`config.mk`:
```
export PLATFORM = sky130hd
export DESIGN_NAME = team_06_vol_ramp_flat
export DESIGN_NICKNAME = d
export VERILOG_FILES = /design/src/rtl/team_06_vol_ramp_if.sv /design/src/rtl/team_06_vol_ramp.sv /design/src/flat_wrapper.sv
export SDC_FILE = /design/constraint.sdc
export NUM_CORES = 1
export LEC_CHECK = 0
export ABC_AREA = 1
export CAP_MARGIN = 20
export CORE_MARGIN = 10
export CORE_UTILIZATION = 55
export CTS_CLUSTER_SIZE = 24
export DETAILED_ROUTE_END_ITERATION = 10
export GPL_ROUTABILITY_DRIVEN = 0
export HOLD_SLACK_MARGIN = 0.15
export PLACE_DENSITY = 0.78
export SYNTH_ARGS = -nofsm -noshare
export SYNTH_HDL_FRONTEND = slang
export SYNTH_SLANG_ARGS = --single-unit
```
`constraint.sdc`:
```
create_clock -name clk -period 6.7 [get_ports clk]
set_input_delay 0.67 -clock clk [delete_from_list [all_inputs] [get_ports clk]]
set_output_delay 0.67 -clock clk [all_outputs]
set_load 0.03 [all_outputs]
```
`src/rtl/team_06_vol_ramp_if.sv`:
```
// Bundle between the team_06 control path and the speaker output stage.
// The master drives sample/control inputs; the slave (output stage) returns audio and status.
interface team_06_vol_ramp_if;
    logic       sample_valid;
    logic [7:0] spk_aud;
    logic       vol_en;
    logic       mute_tog;
    logic       vol_up;
    logic       vol_dn;
    logic [7:0] out_aud;
    logic       out_valid;
    logic [3:0] vol_level;
    logic       ramping;

    modport master (
        output sample_valid, spk_aud, vol_en, mute_tog, vol_up, vol_dn,
        input  out_aud, out_valid, vol_level, ramping
    );

    modport slave (
        input  sample_valid, spk_aud, vol_en, mute_tog, vol_up, vol_dn,
        output out_aud, out_valid, vol_level, ramping
    );
endinterface

```
`src/rtl/team_06_vol_ramp.sv`:
```
// Speaker output stage: button-driven volume level with click-free gain slewing per sample.
// Define TEAM_06_VOL_RAMP_EN for the sample-paced ramp; otherwise gain steps to target in one cycle.
module team_06_vol_ramp #(
    parameter int MAX_LEVEL     = 8,
    parameter int DEFAULT_LEVEL = 4,
    parameter int GAIN_FRAC     = 4,
    parameter int RAMP_STEP     = 1
) (
    input logic               clk,
    input logic               rst,
    team_06_vol_ramp_if.slave bus
);
    localparam int MAX_GAIN = MAX_LEVEL << (GAIN_FRAC - 2);
    localparam int GW       = $clog2(MAX_GAIN) + 1;
    localparam int PW       = GW + 10;
    localparam logic [3:0] MAX_LVL = 4'(MAX_LEVEL);
    localparam logic [3:0] DEF_LVL = 4'(DEFAULT_LEVEL);

    typedef enum logic [1:0] {STEADY, UP, DOWN} state_t;

    state_t          state, state_next;
    logic [GW-1:0]   gain, gain_next, target;
    logic [3:0]      level;
    logic [3:0]      up_sr, dn_sr;
    logic            up_edge, dn_edge;

    // Bits [1:0] synchronise the raw buttons; bits [3:2] are prev/prev2 for edge detection.
    // NOTE: sequential state uses non-blocking assignments so every flop samples pre-edge values.
    always_ff @(posedge clk or posedge rst) begin
        if (rst) begin
            up_sr <= '0;
            dn_sr <= '0;
        end else begin
            up_sr <= {up_sr[2:0], bus.vol_up};
            dn_sr <= {dn_sr[2:0], bus.vol_dn};
        end
    end

    assign up_edge = up_sr[2] & ~up_sr[3];
    assign dn_edge = dn_sr[2] & ~dn_sr[3];

    always_ff @(posedge clk or posedge rst) begin
        if (rst) begin
            level <= DEF_LVL;
        end else if (up_edge && !dn_edge && level != MAX_LVL) begin
            level <= level + 4'd1;
        end else if (dn_edge && !up_edge && level != 4'd0) begin
            level <= level - 4'd1;
        end
    end

    always_comb begin
        target = '0;
        if (bus.vol_en && !bus.mute_tog) target = GW'(level) << (GAIN_FRAC - 2);
    end

`ifdef TEAM_06_VOL_RAMP_EN
    localparam logic [GW:0] STEP_W = (GW + 1)'(RAMP_STEP);
    logic [GW:0] gain_x, target_x;
    assign gain_x   = {1'b0, gain};
    assign target_x = {1'b0, target};

    // NOTE: every always_comb output gets a default first so no path can infer a latch.
    always_comb begin
        gain_next  = gain;
        state_next = STEADY;
        case (state)
            UP: if (bus.sample_valid && gain < target)
                    gain_next = (gain_x + STEP_W >= target_x) ? target : gain + STEP_W[GW-1:0];
            DOWN: if (bus.sample_valid && gain > target)
                    gain_next = (target_x + STEP_W >= gain_x) ? target : gain - STEP_W[GW-1:0];
            default: ;
        endcase
        // Direction follows the live target, so a mid-ramp target change reverses next cycle.
        if (gain_next < target)      state_next = UP;
        else if (gain_next > target) state_next = DOWN;
    end
`else
    always_comb begin
        gain_next  = target;
        state_next = STEADY;
    end
`endif

    always_ff @(posedge clk or posedge rst) begin
        if (rst) begin
            state <= STEADY;
            gain  <= '0;
        end else begin
            state <= state_next;
            gain  <= gain_next;
        end
    end

    assign bus.ramping   = (state != STEADY);
    assign bus.vol_level = level;

    logic signed [8:0]    s;
    logic signed [PW-1:0] p, q, r;
    logic [7:0]           sat;

    // Scaling uses the gain held before this strobe's ramp update.
    always_comb begin
        s   = $signed({1'b0, bus.spk_aud}) - 9'sd128;
        p   = PW'(s) * $signed(PW'({1'b0, gain}));
        q   = p >>> GAIN_FRAC;
        r   = q + $signed(PW'(128));
        sat = r[7:0];
        if (r[PW-1])          sat = 8'd0;
        else if (|r[PW-2:8])  sat = 8'd255;
    end

    always_ff @(posedge clk or posedge rst) begin
        if (rst) begin
            bus.out_aud   <= 8'd128;
            bus.out_valid <= 1'b0;
        end else begin
            bus.out_valid <= bus.sample_valid;
            if (bus.sample_valid) bus.out_aud <= sat;
        end
    end
endmodule

```
`src/flat_wrapper.sv`:
```
// flat-port wrapper written by rule: the top's interface ports become plain ports
module team_06_vol_ramp_flat 
#(
    parameter int MAX_LEVEL     = 8,
    parameter int DEFAULT_LEVEL = 4,
    parameter int GAIN_FRAC     = 4,
    parameter int RAMP_STEP     = 1
)
  (clk, rst, bus_sample_valid, bus_spk_aud, bus_vol_en, bus_mute_tog, bus_vol_up, bus_vol_dn, bus_out_aud, bus_out_valid, bus_vol_level, bus_ramping);
  team_06_vol_ramp_if bus_i ();
  input logic clk;
  input logic rst;
  input wire logic [$bits(bus_i.sample_valid)-1:0] bus_sample_valid;
  input wire logic [$bits(bus_i.spk_aud)-1:0] bus_spk_aud;
  input wire logic [$bits(bus_i.vol_en)-1:0] bus_vol_en;
  input wire logic [$bits(bus_i.mute_tog)-1:0] bus_mute_tog;
  input wire logic [$bits(bus_i.vol_up)-1:0] bus_vol_up;
  input wire logic [$bits(bus_i.vol_dn)-1:0] bus_vol_dn;
  output wire logic [$bits(bus_i.out_aud)-1:0] bus_out_aud;
  output wire logic [$bits(bus_i.out_valid)-1:0] bus_out_valid;
  output wire logic [$bits(bus_i.vol_level)-1:0] bus_vol_level;
  output wire logic [$bits(bus_i.ramping)-1:0] bus_ramping;
  assign bus_i.sample_valid = bus_sample_valid;
  assign bus_i.spk_aud = bus_spk_aud;
  assign bus_i.vol_en = bus_vol_en;
  assign bus_i.mute_tog = bus_mute_tog;
  assign bus_i.vol_up = bus_vol_up;
  assign bus_i.vol_dn = bus_vol_dn;
  assign bus_out_aud = bus_i.out_aud;
  assign bus_out_valid = bus_i.out_valid;
  assign bus_vol_level = bus_i.vol_level;
  assign bus_ramping = bus_i.ramping;
  team_06_vol_ramp #(.MAX_LEVEL(MAX_LEVEL), .DEFAULT_LEVEL(DEFAULT_LEVEL), .GAIN_FRAC(GAIN_FRAC), .RAMP_STEP(RAMP_STEP)) u_core (.clk(clk), .rst(rst), .bus(bus_i));
endmodule
```
==> flow_metrics.tcl, run 1 <==
set metrics [dict create \
    status "finished, final reports clean" \
    cp.required_ns 6.86 \
    grt_pass1_vias 2220 \
    nets 467 \
    route.vias.total 2187 \
    yosysUniqueCellTypes 28 \
    critPathCaptureType "register" \
    clkLatencyLatePin_ns 0.27 \
    maxCapViolCount 0 \
    ys_top_cells_by_area "dfrtp_1 (21%), ha_1 (19%), fa_1 (14%)" \
    clk_path_buf_depth 2 \
    io_buffers 27 \
    hold_violations 0 \
    crit_type "in2reg" \
    whs_path_depth 0 \
    fin_crit_ns 4.89 \
    arrival_ns 5.05 \
    synth_nets 438 \
    hpwl_um 4460 \
    cellLeakagePower_nw 1.99 \
    period_share_pct 73.0 \
    diodes 0 \
    avgSynthCellArea_um2 7.71 \
    tritoncts "built" \
    setup_viol_count_final 0 \
    yosysSeqAreaShare_pct 22.5 \
    antenna_found_initial 0 \
    htree_levels 1 \
    start_util_pct 57.9 \
    cts_resized 0 \
    switching_share_pct 47.5 \
    ant_nets 0 \
    synthCells 362 \
    peakVddDrop_v 0.000237 \
    routedWlPerCell_um 11.2 \
    synth_top_area_share_pct 20.6 \
    ys_warn_count 0 \
    grt_overflow 0 \
    p_seq_share_pct 28.0 \
    coreArea_um2 4820 \
    rows 25 \
    cts_root_buffer "clkbuf_8" \
    start_kind "primary input" \
    grt_usage_pct 12.9 \
    drc_errors 0 \
    final_core_util_pct 66.0 \
    p_sw_uw 403 \
    grt_pass1_wl_um 9390 \
    drt-total-wl_um 5120 \
    hold_path.class "reg2reg" \
    viasPerCell 4.79 \
    post_cts_buffers 0 \
    finClkSkew_ns 0.00757 \
    cts-buffers-inserted 3 \
    r2r_slack_ns 2.17 \
    hold_start "u_core.dn_sr[0]" \
    syn_area_um2 2790 \
    max_freq_ghz 0.204 \
    tightest_slew_ns 0.891 \
    die_h_um 91.2 \
    reg2reg_from "u_core.gain[4]" \
    synth_area_leader_cell "dfrtp_1" \
    cts_sinks 25 \
    die-area_um2 8320 \
    clk_pin_slew_ns 0.09 \
    p_int_uw 445 \
    layout-drive-gt1-share_pct 8.46 \
    hold_buffers 0 \
    setup_tns_ns 0 \
    crit_fanout 8 \
    slew_headroom_pct 39.8 \
    detail_route.iter0.violations 73 \
    powerDensity_nw_per_um2 267 \
    p_comb_share_pct 61.5 \
    rsz0062_at_grt "no" \
    r2r-end "u_core.bus.out_aud[4]" \
    grt_max_degree 26 \
    first_pass_iters 4 \
    holdPathEnd "u_core.dn_sr[1]" \
    die_w_um 91.2 \
    fill_cells 425 \
    final_max_slew_viol_count 0 \
    synthToLayoutAreaGrowth_pct 13.9 \
    clock_power_share_pct 10.5 \
    ios 29 \
    ys_ff_latch 25 \
    reg2reg_depth 21 \
]
-- routing by layer --
layer  vias to the layer above  GRT usage, %  routed length (um)
li1                       1155             -                   -
met1                       989          16.0                2440
met2                        37          22.0                2410
met3                         6          2.88                 199
met4                         0          3.92                  60
met5                         -             0                   0
-- cells by family after synthesis --
kind of cell / Yosys count / synth area share (%)
multiplexers: 1 / 0.359
adder cells (fa/ha/maj): 61 / 32.5
buffers and inverters: 100 / 13.6
flip-flops: 25 / 22.5
AO/OA/AOI/OAI: 12 / 3.45
XOR/XNOR: 6 / 1.88
AND/OR/NAND/NOR: 156 / 25.6
other: 1 / 0.134
-- power groups by stage --
stage | Sequential (mW) | Combinational, mW | Clock (mW)
6_report | 0.237 | 0.522 | 0.0889
5_1_grt | 0.245 | 0.586 | 0.0997
4_1_cts | 0.238 | 0.530 | 0.0932
3_5_place_dp | 0.238 | 0.524 | 0
3_3_place_gp | 0.240 | 0.510 | 0
2_1_floorplan | 0.303 | 0.302 | 0
-- placed cells by master, fill, tap and decap left out --
master           count
a21o_1               1
a21oi_1              3
a21oi_2              2
a21oi_4              2
clkbuf_8             3
clkdlybuf4s50_1     27
clkinv_1             1
clkinvlp_4           1
conb_1               1
dfrtp_1             23
dfstp_2              2
fa_1                19
ha_1                42
inv_1               93
inv_2                3
mux2i_1              1
nand2_1             99
nand2_2             14
nand3_1             13
nand3_2              3
nand3b_1             2
nand4_1             12
nand4_4              1
nor2_1              10
nor2_2               2
o21ai_0              3
o41ai_1              1
xnor2_1              2
xor2_1               4
-- flip-flops by register name (all words and copies together), names as in the netlist --
signal / count
u_core.dn_sr: 4
u_core.bus.out_aud: 8
u_core.bus.vol_level: 4
u_core.bus.out_valid: 1
u_core.up_sr: 4
u_core.gain: 4
-- synth_stat cells, drive strengths merged --
cell type / count
conb: 1
dfrtp: 23
clkinv: 1
inv: 96
dfstp: 2
nand2: 113
nand3: 16
xnor2: 2
a21o: 1
nor2: 12
xor2: 4
o41ai: 1
nand4: 13
mux2i: 1
o21ai: 3
fa: 19
ha: 42
nand3b: 2
buf: 1
clkbuf: 2
a21oi: 7
-- worst max path at each step --
stage,slack [ns],cells past startpoint,from,end
finish,1.81,22,bus_spk_aud[2],u_core.bus.out_aud[4]
CTS,1.80,22,bus_spk_aud[2],u_core.bus.out_aud[4]
global route,1.53,25,bus_spk_aud[2],u_core.bus.out_aud[5]
global placement,1.71,22,bus_spk_aud[2],u_core.bus.out_aud[2]
floorplan,2.38,21,bus_spk_aud[2],u_core.bus.out_aud[0]
detailed placement,1.52,22,bus_spk_aud[2],u_core.bus.out_aud[4]
-- critical path, cell delays in order --
cell             delay, ns
clkdlybuf4s50_1       0.46
nand2_1               0.09
inv_1                 0.04
ha_1                  0.28
inv_1                 0.06
fa_1                  0.57
inv_1                 0.07
fa_1                  0.48
ha_1                  0.30
ha_1                  0.22
inv_1                 0.07
fa_1                  0.39
inv_1                 0.09
nand3_1               0.09
nand4_1               0.08
nand2_1               0.13
ha_1                  0.25
nand3b_1              0.22
a21oi_4               0.24
nand4_1               0.13
nand2_1               0.07
nand2_1               0.04
-- through the flow --
| step | cell area [um^2] | std cells | setup slack [ns] | hold WS, ns | total power, mW |
|---|---|---|---|---|---|
| final | 3180 | 457 | 1.81 | 0.354 | 0.848 |
| after global routing | 3180 | 457 | 1.53 | 0.377 | 0.931 |
| after CTS | 3180 | 457 | 1.80 | 0.356 | 0.861 |
| after detailed placement | 3130 | 453 | 1.52 | 0.335 | 0.762 |
| after global placement | 3130 | 453 | 1.71 | 0.332 | 0.750 |
| after floorplan | 2790 | 362 | 2.38 | 0.331 | 0.604 |
-- final cells by class --
cell class                 count  area (um^2)  share of cell area [%]
timing repair buffer          27          270                    8.50
clock inverter                 1         7.51                   0.236
tap                           67         83.8                    2.64
multi-input combinational    237         1780                    56.1
clock buffer                   3         41.3                    1.30
sequential                    25          628                    19.8
inverter                      97          364                    11.5
No activity file was read; power rests on OpenSTA's default activity.
==> run 2, diff against run 1 <==
Clock period 6.7 ns to 5.05 ns, I/O delays scaled along.
==> flow_metrics.tcl, run 2 (synthesis gave the netlist of run 1 again) <==
set metrics [dict create \
    status "finished, final reports clean" \
    nets 467 \
    cp.required_ns 5.21 \
    synthToLayoutAreaGrowth_pct 13.9 \
    largest_reg_flops 8 \
    hpwl_um 4480 \
    hold_start "u_core.up_sr[1]" \
    finalNonFillerCells 457 \
    viasPerCell 4.76 \
    setup_viol_count_final 0 \
    design_area_um2 3180 \
    die_h_um 91.2 \
    layout-drive-gt1-share_pct 8.46 \
    hold_path.class "reg2reg" \
    cts-buffers-inserted 3 \
    start_kind "primary input" \
    maxCapViolCount 0 \
    die_w_um 91.2 \
    place_inst 453 \
    io_buffers 27 \
    whs_path_depth 0 \
    clk_path_buf_depth 2 \
    htree_levels 1 \
    whs_ns 0.356 \
    ant_nets 0 \
    cellLeakagePower_nw 1.99 \
    tightest_slew_ns 0.897 \
    finClkSkew_ns 0.00612 \
    rows 25 \
    first_pass_iters 4 \
    period_share_pct 93.4 \
    final_cell_mix "nand2_1 (99), inv_1 (93), ha_1 (42)" \
    top_register "u_core.bus.out_aud" \
    clkLatencyLatePin_ns 0.27 \
    final_max_slew_viol_count 0 \
    post_cts_buffers 0 \
    cts_root_buffer "clkbuf_8" \
    die-area_um2 8320 \
    grt_overflow 0 \
    diodes 0 \
    grt_pass1_wl_um 9360 \
    setup_tns_ns 0 \
    arrival_ns 4.88 \
    r2r-end "u_core.bus.out_aud[5]" \
    final_common_cell "nand2_1" \
    max_freq_ghz 0.212 \
    reg2reg_depth 21 \
    postPlaceCellArea_um2 3130 \
    fill_cells 422 \
    fin_crit_ns 4.72 \
    holdPathEnd "u_core.up_sr[2]" \
    crit_fanout 8 \
    powerDensity_nw_per_um2 353 \
    hold_violations 0 \
    r2r_slack_ns 0.52 \
    start_util_pct 57.9 \
    antenna_found_initial 0 \
    reg2reg_from "u_core.gain[5]" \
    drt-total-wl_um 5170 \
    crit_type "in2reg" \
    ios 29 \
    cts_sinks 25 \
    critPathCaptureType "register" \
    route.vias.total 2177 \
    coreArea_um2 4820 \
    drc_errors 0 \
    rsz0062_at_grt "no" \
    grt_pass1_vias 2208 \
    cts_resized 0 \
    peakVddDrop_v 0.000325 \
    detail_route.iter0.violations 61 \
    hold_buffers 0 \
    slew_headroom_pct 40.2 \
    routedWlPerCell_um 11.3 \
    clk_pin_slew_ns 0.09 \
    tritoncts "built" \
    grt_usage_pct 12.9 \
    grt_max_degree 26 \
]
## run 2: cell counts in the layout (fill, tap and decap cells not counted)
No cell type changed its count.
## run 2: critical path: stages
cell and delay, ns:
clkdlybuf4s50_1 0.45, nand2_1 0.09, inv_1 0.04, ha_1 0.27
inv_1 0.06, fa_1 0.57, inv_1 0.07, fa_1 0.49
ha_1 0.29, ha_1 0.23, inv_1 0.07, fa_1 0.39
inv_1 0.09, nand3_1 0.09, nand4_1 0.08, nand2_1 0.12
ha_1 0.24, nand3b_1 0.22, a21oi_4 0.24, nand4_1 0.14
nand2_1 0.08, nand2_1 0.05
## run 2: metrics by stage
step	utilization (%)	setup slack, ns	power, mW
floorplan	-	0.885	0.802
global placement	65.0	0.223	0.995
detailed placement	65.0	0.0602	1.01
CTS	66.0	0.309	1.14
global route	66.0	0.0213	1.24
finish	66.0	0.331	1.12
## run 2: cell type report
class                           instances  area, um^2  area share [%]
Multi-Input combinational cell        237        1780            56.1
Sequential cell                        25         628            19.8
Inverter                               97         364            11.5
Timing Repair Buffer                   27         270            8.50
Tap cell                               67        83.8            2.64
Clock buffer                            3        41.3            1.30
Clock inverter                          1        7.51           0.236
## run 2: per-layer routing
layer  global-route usage, %  part of all wire (%)
met1                    16.0                    46
met2                    21.9                    48
met3                    3.05                   4.3
met4                    3.26                   1.3
met5                       0                     0
## run 2: how the worst max path moves through the flow
stage	startpoint	end	slack, ns	cells past startpoint
after floorplan	u_core.gain[4]	u_core.bus.out_aud[0]	0.88	22
after global placement	bus_spk_aud[2]	u_core.bus.out_aud[2]	0.22	22
after detailed placement	bus_spk_aud[2]	u_core.bus.out_aud[0]	0.06	22
after CTS	bus_spk_aud[2]	u_core.bus.out_aud[5]	0.31	22
after global routing	bus_spk_aud[2]	u_core.bus.out_aud[5]	0.02	25
final	bus_spk_aud[2]	u_core.bus.out_aud[5]	0.33	22
## run 2: power by group
part	total, mW	internal [mW]	switching [mW]
clock	0.118	0.0558	0.0619
combinational	0.692	0.274	0.418
sequential	0.314	0.262	0.0528
